**config.mk**
```make
export PLATFORM = sky130hd
export DESIGN_NAME = mem_bus_arbiter
export DESIGN_NICKNAME = d
export VERILOG_FILES = /design/src/rtl/mem_bus_arbiter.sv
export SDC_FILE = /design/constraint.sdc
export NUM_CORES = 1
export LEC_CHECK = 0
export ABC_AREA = 1
export BUFFER_PORTS_ARGS = -buffer_cell sky130_fd_sc_hd__buf_2
export CELL_PAD_IN_SITES_DETAIL_PLACEMENT = 1
export CELL_PAD_IN_SITES_GLOBAL_PLACEMENT = 1
export CORE_MARGIN = 4
export CORE_UTILIZATION = 37
export CTS_CLUSTER_DIAMETER = 30
export DETAILED_ROUTE_END_ITERATION = 10
export PLACE_DENSITY_LB_ADDON = 0.15
export RECOVER_POWER = 25
export SKIP_CTS_REPAIR_TIMING = 1
export SLEW_MARGIN = 30
export SYNTH_ARGS = -nofsm -noshare
export SYNTH_HDL_FRONTEND = slang
export SYNTH_SLANG_ARGS = --single-unit
```
**constraint.sdc**
```tcl
create_clock -name clk -period 3.4 [get_ports clk]
set_clock_uncertainty 0.05 [all_clocks]
set_input_delay 0.51 -clock clk [delete_from_list [all_inputs] [get_ports clk]]
set_output_delay 0.51 -clock clk [all_outputs]
set_load 0.03 [all_outputs]
```
**src/rtl/mem_bus_arbiter.sv**
```systemverilog
// Shares one SRAM port between instruction fetch and load/store.
// MEM has priority. A multi-cycle strobe sequence is used, and each access returns a one-cycle ack.
//
// Ports:
//   clk, rst_n              : clock and async active-low reset
//   if_req/if_addr          : fetch request, held until if_ack
//   if_ack/if_rdata         : fetch ack pulse and instruction word
//   mem_req/we/byte/addr/wdata : load/store request, held until mem_ack
//   mem_ack/rdata/misalign  : load/store ack pulse, load data, misalign flag
//   busy                    : arbiter is not idle
//   sram_*                  : SRAM word address, data and active-low strobes
module mem_bus_arbiter #(
    parameter int ADDR_W      = 20,
    parameter int WAIT_CYCLES = 2
) (
    input  logic              clk,
    input  logic              rst_n,
    input  logic              if_req,
    input  logic [31:0]       if_addr,
    output logic              if_ack,
    output logic [31:0]       if_rdata,
    input  logic              mem_req,
    input  logic              mem_we,
    input  logic              mem_byte,
    input  logic [31:0]       mem_addr,
    input  logic [31:0]       mem_wdata,
    output logic              mem_ack,
    output logic [31:0]       mem_rdata,
    output logic              mem_misalign,
    output logic              busy,
    output logic [ADDR_W-1:0] sram_addr,
    output logic [31:0]       sram_wdata,
    input  logic [31:0]       sram_rdata,
    output logic [3:0]        sram_be_n,
    output logic              sram_ce_n,
    output logic              sram_oe_n,
    output logic              sram_we_n
);

    typedef enum logic [1:0] {
        S_IDLE,
        S_ACCESS,
        S_DONE
    } state_t;

    localparam logic [3:0] CNT_INIT = 4'(WAIT_CYCLES - 1);

    state_t            r_state, w_state_nxt;
    logic [3:0]        r_cnt, w_cnt_nxt;
    logic              r_win, w_win_nxt;
    logic              r_we, w_we_nxt;
    logic              r_byte, w_byte_nxt;
    logic [1:0]        r_lane, w_lane_nxt;
    logic              r_if_ack, w_if_ack_nxt;
    logic [31:0]       r_if_rdata, w_if_rdata_nxt;
    logic              r_mem_ack, w_mem_ack_nxt;
    logic [31:0]       r_mem_rdata, w_mem_rdata_nxt;
    logic              r_misalign, w_misalign_nxt;
    logic              r_busy, w_busy_nxt;
    logic [ADDR_W-1:0] r_sram_addr, w_sram_addr_nxt;
    logic [31:0]       r_sram_wdata, w_sram_wdata_nxt;
    logic [3:0]        r_be_n, w_be_n_nxt;
    logic              r_ce_n, w_ce_n_nxt;
    logic              r_oe_n, w_oe_n_nxt;
    logic              r_we_n, w_we_n_nxt;

    logic [7:0]        w_lb_byte;
    logic              w_mis;
    logic              w_unused;

    // Fetch drops the low address bits; upper bits lie beyond the SRAM.
    assign w_unused = ^{if_addr[1:0], if_addr[31:ADDR_W+2],
                        mem_addr[31:ADDR_W+2]};

    assign w_mis = ~mem_byte & (mem_addr[1:0] != 2'b00);

    always_comb begin
        w_lb_byte = sram_rdata[7:0];
        unique case (r_lane)
            2'd0: w_lb_byte = sram_rdata[7:0];
            2'd1: w_lb_byte = sram_rdata[15:8];
            2'd2: w_lb_byte = sram_rdata[23:16];
            2'd3: w_lb_byte = sram_rdata[31:24];
            default: w_lb_byte = sram_rdata[7:0];
        endcase
    end

    always_comb begin
        w_state_nxt      = r_state;
        w_cnt_nxt        = r_cnt;
        w_win_nxt        = r_win;
        w_we_nxt         = r_we;
        w_byte_nxt       = r_byte;
        w_lane_nxt       = r_lane;
        w_if_ack_nxt     = 1'b0;
        w_if_rdata_nxt   = r_if_rdata;
        w_mem_ack_nxt    = 1'b0;
        w_mem_rdata_nxt  = r_mem_rdata;
        w_misalign_nxt   = 1'b0;
        w_sram_addr_nxt  = r_sram_addr;
        w_sram_wdata_nxt = r_sram_wdata;
        w_be_n_nxt       = 4'hF;
        w_ce_n_nxt       = 1'b1;
        w_oe_n_nxt       = 1'b1;
        w_we_n_nxt       = 1'b1;

        unique case (r_state)
            S_IDLE: begin
                if (mem_req) begin
                    w_win_nxt  = 1'b1;
                    w_we_nxt   = mem_we;
                    w_byte_nxt = mem_byte;
                    w_lane_nxt = mem_addr[1:0];
                    if (w_mis) begin
                        w_state_nxt     = S_DONE;
                        w_mem_ack_nxt   = 1'b1;
                        w_misalign_nxt  = 1'b1;
                        w_mem_rdata_nxt = '0;
                    end else begin
                        w_state_nxt      = S_ACCESS;
                        w_cnt_nxt        = CNT_INIT;
                        w_sram_addr_nxt  = mem_addr[ADDR_W+1:2];
                        w_sram_wdata_nxt = mem_byte ? {4{mem_wdata[7:0]}}
                                                    : mem_wdata;
                        w_be_n_nxt       = mem_byte
                                         ? ~(4'b0001 << mem_addr[1:0])
                                         : 4'b0000;
                        w_ce_n_nxt       = 1'b0;
                        w_oe_n_nxt       = mem_we;
                        w_we_n_nxt       = ~mem_we;
                    end
                end else if (if_req) begin
                    w_win_nxt        = 1'b0;
                    w_we_nxt         = 1'b0;
                    w_byte_nxt       = 1'b0;
                    w_lane_nxt       = 2'd0;
                    w_state_nxt      = S_ACCESS;
                    w_cnt_nxt        = CNT_INIT;
                    w_sram_addr_nxt  = if_addr[ADDR_W+1:2];
                    w_sram_wdata_nxt = '0;
                    w_be_n_nxt       = 4'b0000;
                    w_ce_n_nxt       = 1'b0;
                    w_oe_n_nxt       = 1'b0;
                end
            end
            S_ACCESS: begin
                if (r_cnt != 4'd0) begin
                    w_cnt_nxt  = r_cnt - 4'd1;
                    w_be_n_nxt = r_be_n;
                    w_ce_n_nxt = 1'b0;
                    w_oe_n_nxt = r_we;
                    // Release we_n one cycle early so data is held.
                    w_we_n_nxt = ~(r_we & (r_cnt != 4'd1));
                end else begin
                    w_state_nxt = S_DONE;
                    if (r_win) begin
                        w_mem_ack_nxt = 1'b1;
                        if (r_we) begin
                            w_mem_rdata_nxt = '0;
                        end else if (r_byte) begin
                            w_mem_rdata_nxt = {{24{w_lb_byte[7]}}, w_lb_byte};
                        end else begin
                            w_mem_rdata_nxt = sram_rdata;
                        end
                    end else begin
                        w_if_ack_nxt   = 1'b1;
                        w_if_rdata_nxt = sram_rdata;
                    end
                end
            end
            S_DONE: begin
                w_state_nxt = S_IDLE;
            end
            default: begin
                w_state_nxt = S_IDLE;
            end
        endcase

        w_busy_nxt = (w_state_nxt != S_IDLE);
    end

    always_ff @(posedge clk or negedge rst_n) begin
        if (!rst_n) begin
            r_state      <= S_IDLE;
            r_cnt        <= '0;
            r_win        <= 1'b0;
            r_we         <= 1'b0;
            r_byte       <= 1'b0;
            r_lane       <= '0;
            r_if_ack     <= 1'b0;
            r_if_rdata   <= '0;
            r_mem_ack    <= 1'b0;
            r_mem_rdata  <= '0;
            r_misalign   <= 1'b0;
            r_busy       <= 1'b0;
            r_sram_addr  <= '0;
            r_sram_wdata <= '0;
            r_be_n       <= 4'hF;
            r_ce_n       <= 1'b1;
            r_oe_n       <= 1'b1;
            r_we_n       <= 1'b1;
        end else begin
            r_state      <= w_state_nxt;
            r_cnt        <= w_cnt_nxt;
            r_win        <= w_win_nxt;
            r_we         <= w_we_nxt;
            r_byte       <= w_byte_nxt;
            r_lane       <= w_lane_nxt;
            r_if_ack     <= w_if_ack_nxt;
            r_if_rdata   <= w_if_rdata_nxt;
            r_mem_ack    <= w_mem_ack_nxt;
            r_mem_rdata  <= w_mem_rdata_nxt;
            r_misalign   <= w_misalign_nxt;
            r_busy       <= w_busy_nxt;
            r_sram_addr  <= w_sram_addr_nxt;
            r_sram_wdata <= w_sram_wdata_nxt;
            r_be_n       <= w_be_n_nxt;
            r_ce_n       <= w_ce_n_nxt;
            r_oe_n       <= w_oe_n_nxt;
            r_we_n       <= w_we_n_nxt;
        end
    end

    assign if_ack       = r_if_ack;
    assign if_rdata     = r_if_rdata;
    assign mem_ack      = r_mem_ack;
    assign mem_rdata    = r_mem_rdata;
    assign mem_misalign = r_misalign;
    assign busy         = r_busy;
    assign sram_addr    = r_sram_addr;
    assign sram_wdata   = r_sram_wdata;
    assign sram_be_n    = r_be_n;
    assign sram_ce_n    = r_ce_n;
    assign sram_oe_n    = r_oe_n;
    assign sram_we_n    = r_we_n;

endmodule

```
Yosys cells after proc, flatten, opt, wreduce, memory -nomap -nowiden
Index checks and enable logic that the tools add are counted.
Operators by class
  add/sub/neg operators: 1
  multiply operators: 0
  div/mod/pow operators: 0
  $lt $le $gt $ge: 0
  equality and inequality tests: 13
  shift operators: 1
  mux-type cells: 58
  bitwise operators: 8
  reductions and logical operators: 12
Operator list (count)
  $mux W32: 10
  $pmux W32 S2: 1
  $mux W20: 3
  $mux W4: 9
  $pmux W8 S4: 1
  $mux W1: 21
  $pmux W4 S2: 2
  $mux W2: 6
  $ne A2 B2 Y1 const B: 6
  $pmux W1 S2: 4
  $reduce_bool A2 Y1: 4
  $ne A3 B3 Y1 const B: 2
  $reduce_and A3 Y1: 2
  $not A1 Y1: 5
  $reduce_and A5 Y1: 1
  $eq A2 B1 Y1 const B: 2
  $eq A2 B2 Y1 const B: 2
  $logic_not A2 Y1: 2
  $ne A4 B1 Y1 const B: 1
  $not A4 Y4: 1
  $pmux W2 S2: 1
  $reduce_and A4 Y1: 1
  $reduce_bool A4 Y1: 1
  $shl A1 B2 Y4 const A: 1
  other kinds (3): 4
Word-level totals
  register bits: 138
  bits in latches: 0
  RAM bits: 0
  ROM bits: 0
  input bits: 134
  output and inout bits: 127
  word-level logic and storage cells: 111
  memories kept: 0

Longest topological paths before layout
Gate-level depths: netlist of run 1.
  word-level depth: 7
  depth in mapped cells: 9
  gate-level depth less buffers: 9

Least setup slack after synthesis of run 1
No wires, ideal clock.
  path type: in2reg
  start point: input mem_req
  end point: register r_mem_rdata[21] (netlist: mem_rdata[21])
  library setup time: 0.117 ns
  arrival time: 1.354 ns
  required time: 3.233 ns
  setup slack: 1.879 ns
  cell stages on the path: 9
  buffers on the path: 2
  path through: buf_4 -> inv_2 -> nor2_2 -> nand2_4 -> nand2_2 -> inv_2 -> buf_4 -> nand2_1 -> nand2_1
On the way
  word-level cells in the longest chain between the ends: 2
Ends and longest elaborated chain
  start: declaration: RTL line 22  | input logic mem_req,
  $ne A2 B2 Y1 (no line)
  $reduce_and A5 Y1 (no line)
  end signal: assignment: RTL line 212  | r_mem_rdata <= w_mem_rdata_nxt;
  end: declaration: RTL line 57  | logic [31:0] r_mem_rdata, w_mem_rdata_nxt;
Every way passes these cells.
A chain may end at the register's enable or synchronous reset.

Worst setup path in the final report of run 1
  start point: register r_state[1]
  end point: register r_mem_rdata[14] (netlist: mem_rdata[14])
On the way
  word-level cells in the longest chain between the ends: 3
  elaborated cells between the ends (all ways): 9
  classes of those cells: eq/ne: 5; mux: 1; reduce/logical: 3
Ends and longest elaborated chain
  start: declaration: RTL line 48  | state_t r_state, w_state_nxt;
  start signal: assignment: RTL line 203  | r_state <= w_state_nxt;
  $eq A2 B1 Y1 or $logic_not A2 Y1 (tied branches): RTL line 107  | unique case (r_state)
  $ne A2 B2 Y1 (no line) or $reduce_bool A2 Y1 (tied branches)
  $reduce_and A5 Y1 (no line)
Parallel ways exist; a longest one is shown, timed or not.

==> impl_table.tex, run 1 <==
\begin{tabular}{lr}
\hline
Metric & Value \\
\hline
\multicolumn{2}{l}{\textbf{Status}} \\
\quad Result of the run & complete, but fails checks \\
\quad Failing checks & max-capacitance violations, max-slew violations \\
\multicolumn{2}{l}{\textbf{Place}} \\
\quad Minimum setup slack after placement & 1.05 ns \\
\quad Cell total after placement & 1188 \\
\quad Last weighted congestion value of the routability-driven placer & 0.767 \\
\quad Placement-stage cell area & 7720 sq um \\
\quad Placed wire-length estimate after detailed placement & 15.4 mm \\
\quad \# port buffers & 238 \\
\multicolumn{2}{l}{\textbf{Synthesis}} \\
\quad Number of instances in the synthesized netlist & 762 \\
\quad Portion of the post-synthesis area used by sequential elements & 0.537 \\
\quad Mapped Area & 6450 sq um \\
\quad Largest area contributor in the netlist & sky130\_fd\_sc\_hd\_\_dfrtp\_1 \\
\quad Leading cell types by total area after synthesis & sky130\_fd\_sc\_hd\_\_dfrtp\_1 (51\%), sky130\_fd\_sc\_hd\_\_nand2\_1 (15\%), sky130\_fd\_sc\_hd\_\_nor2\_1 (5.9\%) \\
\quad FF+latch count, synth & 138 \\
\quad Syn avg cell area & 8.46 sq um \\
\quad Most instantiated flip-flop cell in the synthesis netlist & sky130\_fd\_sc\_hd\_\_dfrtp\_1 \\
\quad Yosys cell types & 32 \\
\quad Area share of the leading cell type in the synthesized netlist & 0.509 \\
\quad Number of enable flip-flop cells after synthesis & 0 \\
\quad Synthesized netlist net count & 899 \\
\quad Yosys synthesis warning count & 0 \\
\quad Async S/R FF share, synth & 1.00 \\
\multicolumn{2}{l}{\textbf{Cells and area}} \\
\quad Multi-input gate area in the final layout & 2530 sq um \\
\quad Layout fillers & 2121 \\
\quad Number of non-filler instances in the completed layout & 1220 \\
\quad Area of all placed cells without fillers & 8300 sq um \\
\quad Diode count & 0 \\
\quad Commonest non-fill, non-tap cells in the layout & sky130\_fd\_sc\_hd\_\_nand2\_1 (261), sky130\_fd\_sc\_hd\_\_buf\_2 (237), sky130\_fd\_sc\_hd\_\_dfrtp\_1 (131), sky130\_fd\_sc\_hd\_\_nor2\_1 (102), sky130\_fd\_sc\_hd\_\_o21ai\_0 (45) \\
\quad Share of post-route cells with drive strength above 1 & 0.335 \\
\quad Area used by sequential logic in the layout & 3460 sq um \\
\quad Final standard cell utilization of the core & 0.494 \\
\quad Layout Nets & 1124 \\
\quad Most common cell after layout, fill and taps aside & sky130\_fd\_sc\_hd\_\_nand2\_1 \\
\quad Area added between synthesis and finish & 28.8\% \\
\multicolumn{2}{l}{\textbf{Worst hold path}} \\
\quad Path category of the worst min-delay check & in -> reg \\
\multicolumn{2}{l}{\textbf{Power and ir drop}} \\
\quad Total power divided by cell area & 1070 nW/um\^{}2 \\
\quad Cell leakage power & 4.54 nW \\
\quad Largest voltage drop on the vdd net & 0.409 mV \\
\multicolumn{2}{l}{\textbf{Clock network}} \\
\quad CTS clk-pin slew, worst paths & 0.06 ns \\
\quad Maximum level of the CTS H-tree & 4 \\
\quad Longest Clk Path Bufs & 2 \\
\quad Number of sinks on the clock net & 138 \\
\quad CTS root buffer & sky130\_fd\_sc\_hd\_\_clkbuf\_16 \\
\quad Clock tree from TritonCTS & yes \\
\quad Number of buffers added by the clock tree synthesis step & 17 \\
\quad Worst skew pair latency & 0.42 ns \\
\multicolumn{2}{l}{\textbf{GRT}} \\
\quad Overall Global Routing Usage & 0.218 \\
\quad First-pass GRT wire length & 34.2 mm \\
\quad Via count of the first global-routing pass & 6429 \\
\quad Overflow left after global routing & 0 \\
\quad Largest net degree at the start of global routing & 67 \\
\quad Number of antenna violations at the first check in global routing & 1 \\
\multicolumn{2}{l}{\textbf{Drt}} \\
\quad Vias post-DR & 5926 \\
\quad Average wire per standard cell & 17.2 um \\
\quad Residual antenna-violating net count after detailed routing & 0 \\
\quad Total length of routed wires & 21.0 mm \\
\quad TritonRoute pass-1 iters & 4 \\
\quad DRC violation count after routing & 0 \\
\quad DRC marker count from the first detailed-route iteration & 223 \\
\quad Via density per instance & 4.86 \\
\multicolumn{2}{l}{\textbf{Worst setup path}} \\
\quad Required time of the critical path & 3.70 ns \\
\quad CP Class & reg -> reg \\
\quad CP Max Fanout & 22 \\
\quad Startpoint type of the worst setup path & flip-flop \\
\quad Worst setup EP type & flip-flop \\
\quad Worst path arrival time & 2.48 ns \\
\multicolumn{2}{l}{\textbf{Timing}} \\
\quad Final worst setup slack & 1.23 ns \\
\quad Number of setup violations in the final report & 0 \\
\quad Total count of max-transition violations in the final report & 58 \\
\quad Summed negative setup slack over all endpoints & 0 ns \\
\quad Post-layout minimum cycle time & 2.17 ns \\
\quad Final hold violation count & 0 \\
\quad Slew at the pin closest to its max-slew limit & 1.54 ns \\
\quad Maximum frequency from static timing analysis & 0.460 GHz \\
\quad Fin crit share & 0.639 \\
\quad Headroom to the max-slew limit & -0.0261 \\
\quad Unrepaired setup endpoints after global routing & false \\
\multicolumn{2}{l}{\textbf{Floorplanning}} \\
\quad Initial standard-cell utilization of the core & 0.383 \\
\quad Placement row count & 47 \\
\quad Die outline height & 140 um \\
\quad Die area & 19600 sq um \\
\quad Core region area & 16800 sq um \\
\quad Number of top-level design ports & 261 \\
\quad Width of the die & 140 um \\
\multicolumn{2}{l}{\textbf{Run}} \\
\quad Max-Cap Viols & 1 \\
\hline
\end{tabular}
## cells by family (layout without fill, tap and decap cells)
family          Yosys count  in the layout  synth area share
compound gates          127            127             0.127
flops                   138            138             0.537
simple gates            407            407             0.259
xor+xnor                  1              1           0.00136
buf+inv                  86            324            0.0697
fa+ha+maj                 3              3           0.00582
## cell type report
class / count / share of cell area
Timing Repair Buffer: 245 / 0.153
Multi-Input combinational cell: 538 / 0.304
Inverter: 47 / 0.0213
Clock inverter: 11 / 0.0145
Clock buffer: 21 / 0.0567
Tap cell: 220 / 0.0332
Sequential cell: 138 / 0.417
## worst max-delay path, stage by stage (launching register included)
cell and delay, ns:
sky130_fd_sc_hd__dfrtp_1 0.42, sky130_fd_sc_hd__nor2_4 0.23, sky130_fd_sc_hd__inv_2 0.06, sky130_fd_sc_hd__nor2_2 0.38
sky130_fd_sc_hd__inv_2 0.12, sky130_fd_sc_hd__a21oi_4 0.51, sky130_fd_sc_hd__nand2_1 0.22, sky130_fd_sc_hd__nand2_1 0.11
## worst paths after layout
path | start | endpoint | slack (ns) | depth (start not counted)
min reg2reg | sram_wdata[5] | sram_wdata[5] | 0.42 | 2
min | sram_rdata[4] | if_rdata[4] | 0.27 | 3
min in group asynchronous | rst_n | mem_rdata[9] | 0.40 | 1
max reg2reg | r_state[1] | mem_rdata[14] | 1.23 | 7
max in group asynchronous | rst_n | if_rdata[29] | 1.78 | 2
max | r_state[1] | mem_rdata[14] | 1.23 | 7
## registers in the layout, summed over array words and instances, names as in the netlist
| register | flops |
|---|---|
| r_lane | 2 |
| sram_we_n | 1 |
| r_cnt | 4 |
| sram_oe_n | 1 |
| sram_wdata | 32 |
| sram_addr | 20 |
| r_byte | 1 |
| r_state | 2 |
| mem_ack | 1 |
| mem_rdata | 32 |
| sram_ce_n | 1 |
| if_ack | 1 |
| mem_misalign | 1 |
| sram_be_n | 4 |
| busy | 1 |
| r_we | 1 |
| if_rdata | 32 |
| r_win | 1 |
## cell usage after synthesis, types with 3 or more instances
master	instances
sky130_fd_sc_hd__inv_1	38
sky130_fd_sc_hd__buf_4	9
sky130_fd_sc_hd__ha_1	3
sky130_fd_sc_hd__nand3_1	17
sky130_fd_sc_hd__nand2_2	4
sky130_fd_sc_hd__a21oi_1	32
sky130_fd_sc_hd__o21ai_0	45
sky130_fd_sc_hd__a21oi_2	7
sky130_fd_sc_hd__buf_6	11
sky130_fd_sc_hd__dfstp_2	7
sky130_fd_sc_hd__nor2_4	4
sky130_fd_sc_hd__nor2_2	5
sky130_fd_sc_hd__inv_2	9
sky130_fd_sc_hd__clkbuf_1	10
sky130_fd_sc_hd__o31ai_2	18
sky130_fd_sc_hd__dfrtp_1	131
sky130_fd_sc_hd__o21ai_1	17
sky130_fd_sc_hd__nand2_1	261
sky130_fd_sc_hd__buf_2	7
sky130_fd_sc_hd__o22ai_1	3
sky130_fd_sc_hd__nand4_1	10
sky130_fd_sc_hd__nor2_1	101
## layer usage
layer	vias to the layer above	share of wire	routed length [um]	track usage
li1	2873	-	-	-
met1	2842	0.42	8710	0.267
met2	183	0.48	9980	0.360
met3	26	0.092	1930	0.0852
met4	2	0.015	317	0.0632
met5	-	0.00062	13	0
## where the power goes
| group | internal, mW | total [mW] | leakage, nW | switching (mW) |
|---|---|---|---|---|
| Clock | 1.13 | 1.85 | 0.285 | 0.712 |
| Sequential | 2.40 | 2.82 | 1.73 | 0.414 |
| Combinational | 1.14 | 4.19 | 2.53 | 3.05 |
## stage by stage
stage,hold slack [ns],power (mW)
2_1_floorplan,0.164,5.81
3_3_place_gp,0.399,6.98
3_5_place_dp,0.404,7.09
4_1_cts,0.0142,8.99
5_1_grt,0.255,9.49
6_report,0.266,8.85
(Power assumes the default switching activity.)
==> run 2, diff against run 1 <==
--- a/config.mk
+++ b/config.mk
@@ -10,7 +10,7 @@
 export CELL_PAD_IN_SITES_DETAIL_PLACEMENT = 1
 export CELL_PAD_IN_SITES_GLOBAL_PLACEMENT = 1
 export CORE_MARGIN = 4
-export CORE_UTILIZATION = 37
+export CORE_UTILIZATION = 31
 export CTS_CLUSTER_DIAMETER = 30
 export DETAILED_ROUTE_END_ITERATION = 10
 export PLACE_DENSITY_LB_ADDON = 0.15
==> constraint.sdc (replaced) <==
create_clock -name clk -period 2 [get_ports clk]
set_clock_uncertainty 0.05 [all_clocks]
set_input_delay 0.3 -clock clk [delete_from_list [all_inputs] [get_ports clk]]
set_output_delay 0.3 -clock clk [all_outputs]
set_load 0.03 [all_outputs]
==> impl_table.tex, run 2 (synthesized netlist as in run 1, its figures left out) <==
\begin{tabular}{lr}
\hline
Metric & Value \\
\hline
\multicolumn{2}{l}{\textbf{Clock network}} \\
\quad Worst skew pair latency & 0.41 ns (about the same) \\
\quad Maximum level of the CTS H-tree & 4 (unchanged) \\
\quad Longest Clk Path Bufs & 2 (unchanged) \\
\quad CTS root buffer & sky130\_fd\_sc\_hd\_\_clkbuf\_16 \\
\quad Number of sinks on the clock net & 138 (unchanged) \\
\quad Clock tree from TritonCTS & yes \\
\quad Number of buffers added by the clock tree synthesis step & 17 (unchanged) \\
\quad CTS clk-pin slew, worst paths & 0.06 ns (about the same) \\
\multicolumn{2}{l}{\textbf{Worst setup path}} \\
\quad Required time of the critical path & 2.25 ns (-1.45 ns) \\
\quad Reg-to-Reg End & mem\_rdata[14] \\
\quad Slowest stage cell, crit path & sky130\_fd\_sc\_hd\_\_nor2\_2 \\
\quad Worst setup EP type & flip-flop \\
\quad Slack of the worst reg-to-reg path & 0.28 ns (-0.95 ns) \\
\quad Reg2Reg Launch Point & r\_lane[0] \\
\quad Slowest stage delay, CP & 0.55 ns (+0.04 ns) \\
\quad Cells traversed along the worst timing path & inv\_1 -> nand3\_1 -> nand3\_1 -> nor2\_2 -> nor2\_1 -> nand2\_1 -> nand2\_1 \\
\quad Worst path arrival time & 1.97 ns (-0.51 ns) \\
\quad CP Max Fanout & 15 (-32\%) \\
\quad Startpoint type of the worst setup path & flip-flop \\
\quad CP Class & reg -> reg \\
\quad Depth of the worst register-to-register path & 7 (unchanged) \\
\multicolumn{2}{l}{\textbf{Cells and area}} \\
\quad Layout fillers & 2535 (+20\%) \\
\quad Commonest non-fill, non-tap cells in the layout & sky130\_fd\_sc\_hd\_\_nand2\_1 (261), sky130\_fd\_sc\_hd\_\_buf\_2 (237), sky130\_fd\_sc\_hd\_\_dfrtp\_1 (131), sky130\_fd\_sc\_hd\_\_nor2\_1 (102), sky130\_fd\_sc\_hd\_\_o21ai\_0 (45) \\
\quad Area of all placed cells without fillers & 8550 sq um (+3.0\%) \\
\quad Number of non-filler instances in the completed layout & 1286 (+5.4\%) \\
\quad Share of post-route cells with drive strength above 1 & 0.345 (+0.00983) \\
\quad Final standard cell utilization of the core & 0.420 (-0.0737) \\
\quad Layout Nets & 1139 (+1.3\%) \\
\quad Most common cell after layout, fill and taps aside & sky130\_fd\_sc\_hd\_\_nand2\_1 \\
\quad Area added between synthesis and finish & 32.6\% \\
\multicolumn{2}{l}{\textbf{Worst hold path}} \\
\quad Cell count of the worst hold path & 3 (unchanged) \\
\quad Endpoint, Worst Hold & if\_rdata[3] \\
\quad Worst Hold Launch & sram\_rdata[3] \\
\quad Path category of the worst min-delay check & in -> reg \\
\multicolumn{2}{l}{\textbf{Place}} \\
\quad Last weighted congestion value of the routability-driven placer & 0.754 (-1.6\%) \\
\quad Placed wire-length estimate after detailed placement & 16.4 mm (+6.2\%) \\
\quad Cell total after placement & 1252 (+5.4\%) \\
\quad Minimum setup slack after placement & 0.133 ns (-0.920 ns) \\
\quad \# port buffers & 238 (unchanged) \\
\quad Placement-stage cell area & 7930 sq um (+2.7\%) \\
\multicolumn{2}{l}{\textbf{Floorplanning}} \\
\quad Placement row count & 52 (+11\%) \\
\quad Width of the die & 152 um (+8.7\%) \\
\quad Number of top-level design ports & 261 (unchanged) \\
\quad Die area & 23200 sq um (+18\%) \\
\quad Die outline height & 152 um (+8.7\%) \\
\quad Core region area & 20400 sq um (+21\%) \\
\quad Initial standard-cell utilization of the core & 0.317 (-0.0667) \\
\multicolumn{2}{l}{\textbf{GRT}} \\
\quad First-pass GRT wire length & 36.1 mm (+5.5\%) \\
\quad Overall Global Routing Usage & 0.192 (-0.0258) \\
\quad Via count of the first global-routing pass & 6590 (+2.5\%) \\
\quad Largest net degree at the start of global routing & 53 (-21\%) \\
\quad Number of antenna violations at the first check in global routing & 1 (unchanged) \\
\quad Overflow left after global routing & 0 (unchanged) \\
\multicolumn{2}{l}{\textbf{Timing}} \\
\quad Fin crit share & 0.861 (+0.222) \\
\quad Worst hold slack & 0.0645 ns (-0.202 ns) \\
\quad Unrepaired setup endpoints after global routing & false \\
\quad Final hold violation count & 0 (unchanged) \\
\quad Maximum frequency from static timing analysis & 0.581 GHz (+26\%) \\
\quad Post-layout minimum cycle time & 1.72 ns (-0.452 ns) \\
\quad Headroom to the max-slew limit & 0.551 (+0.577) \\
\quad Slew at the pin closest to its max-slew limit & 0.673 ns (-0.866 ns) \\
\quad Summed negative setup slack over all endpoints & 0 ns (unchanged) \\
\quad Final worst setup slack & 0.277 ns (-0.948 ns) \\
\quad Number of setup violations in the final report & 0 (unchanged) \\
\quad Total count of max-transition violations in the final report & 0 (-100\%) \\
\multicolumn{2}{l}{\textbf{Power and ir drop}} \\
\quad Total power & 15.5 mW (+75\%) \\
\quad Cell leakage power & 4.64 nW (+2.2\%) \\
\quad Largest voltage drop on the vdd net & 0.625 mV (+53\%) \\
\quad Total power divided by cell area & 1810 nW/um\^{}2 (+70\%) \\
\multicolumn{2}{l}{\textbf{Drt}} \\
\quad Average wire per standard cell & 17.1 um (-0.54\%) \\
\quad TritonRoute pass-1 iters & 5 (+1) \\
\quad Residual antenna-violating net count after detailed routing & 0 (unchanged) \\
\quad DRC violation count after routing & 0 (unchanged) \\
\quad Via density per instance & 4.64 (-4.5\%) \\
\quad Vias post-DR & 5965 (+0.66\%) \\
\quad Total length of routed wires & 22.0 mm (+4.8\%) \\
\quad DRC marker count from the first detailed-route iteration & 224 (+0.45\%) \\
\multicolumn{2}{l}{\textbf{Status}} \\
\quad Result of the run & finished clean \\
\multicolumn{2}{l}{\textbf{Run}} \\
\quad Max-Cap Viols & 0 (-1) \\
\hline
\end{tabular}
==> run 2: cell count changes in the layout (fill, tap and decap cells not counted), moves of 2 or more <==
cell,before,now
sky130_fd_sc_hd__clkbuf_4,0,2
sky130_fd_sc_hd__buf_4,5,16
sky130_fd_sc_hd__inv_6,0,3
sky130_fd_sc_hd__clkbuf_8,3,1
sky130_fd_sc_hd__bufinv_16,2,4
==> run 2: layer usage <==
layer  up-vias  GRT usage  share of wire
met4         2     0.0381         0.0078
met2       195      0.318           0.47
met1      2847      0.240           0.44
met3        12     0.0775          0.084
li1       2909          -              -
met5         -          0        0.00055
==> run 2: layout make-up <==
cell class / instances / area, sq um / share of cell area
antenna: 1 / 2.50 / 0.000293
clock buffer: 18 / 439 / 0.0514
timing repair buffer: 260 / 1400 / 0.164
clock inverter: 14 / 194 / 0.0227
sequential: 138 / 3460 / 0.405
multi-input combinational: 538 / 2530 / 0.296
inverter: 47 / 179 / 0.0209
tap: 270 / 338 / 0.0395
==> run 2: critical path, delay by kind of cell (launching register included) <==
kind	cells	cell delay [ns]
simple gates	6	1.04
buf+inv	1	0.11
flops	1	0.40
==> run 2: how the worst max path moves through the flow <==
stage / start / endpoint
after floorplan: r_cnt[0] / if_rdata[13]
after global placement: r_cnt[0] / mem_rdata[21]
after detailed placement: r_cnt[0] / mem_rdata[24]
after CTS: r_cnt[0] / mem_rdata[2]
after global routing: r_lane[1] / mem_rdata[14]
final: r_lane[0] / mem_rdata[14]
==> run 2: power breakdown <==
| part | internal [mW] | switching (mW) |
|---|---|---|
| Sequential | 4.08 | 0.669 |
| Clock | 2.13 | 1.29 |
| Combinational | 2.07 | 5.26 |
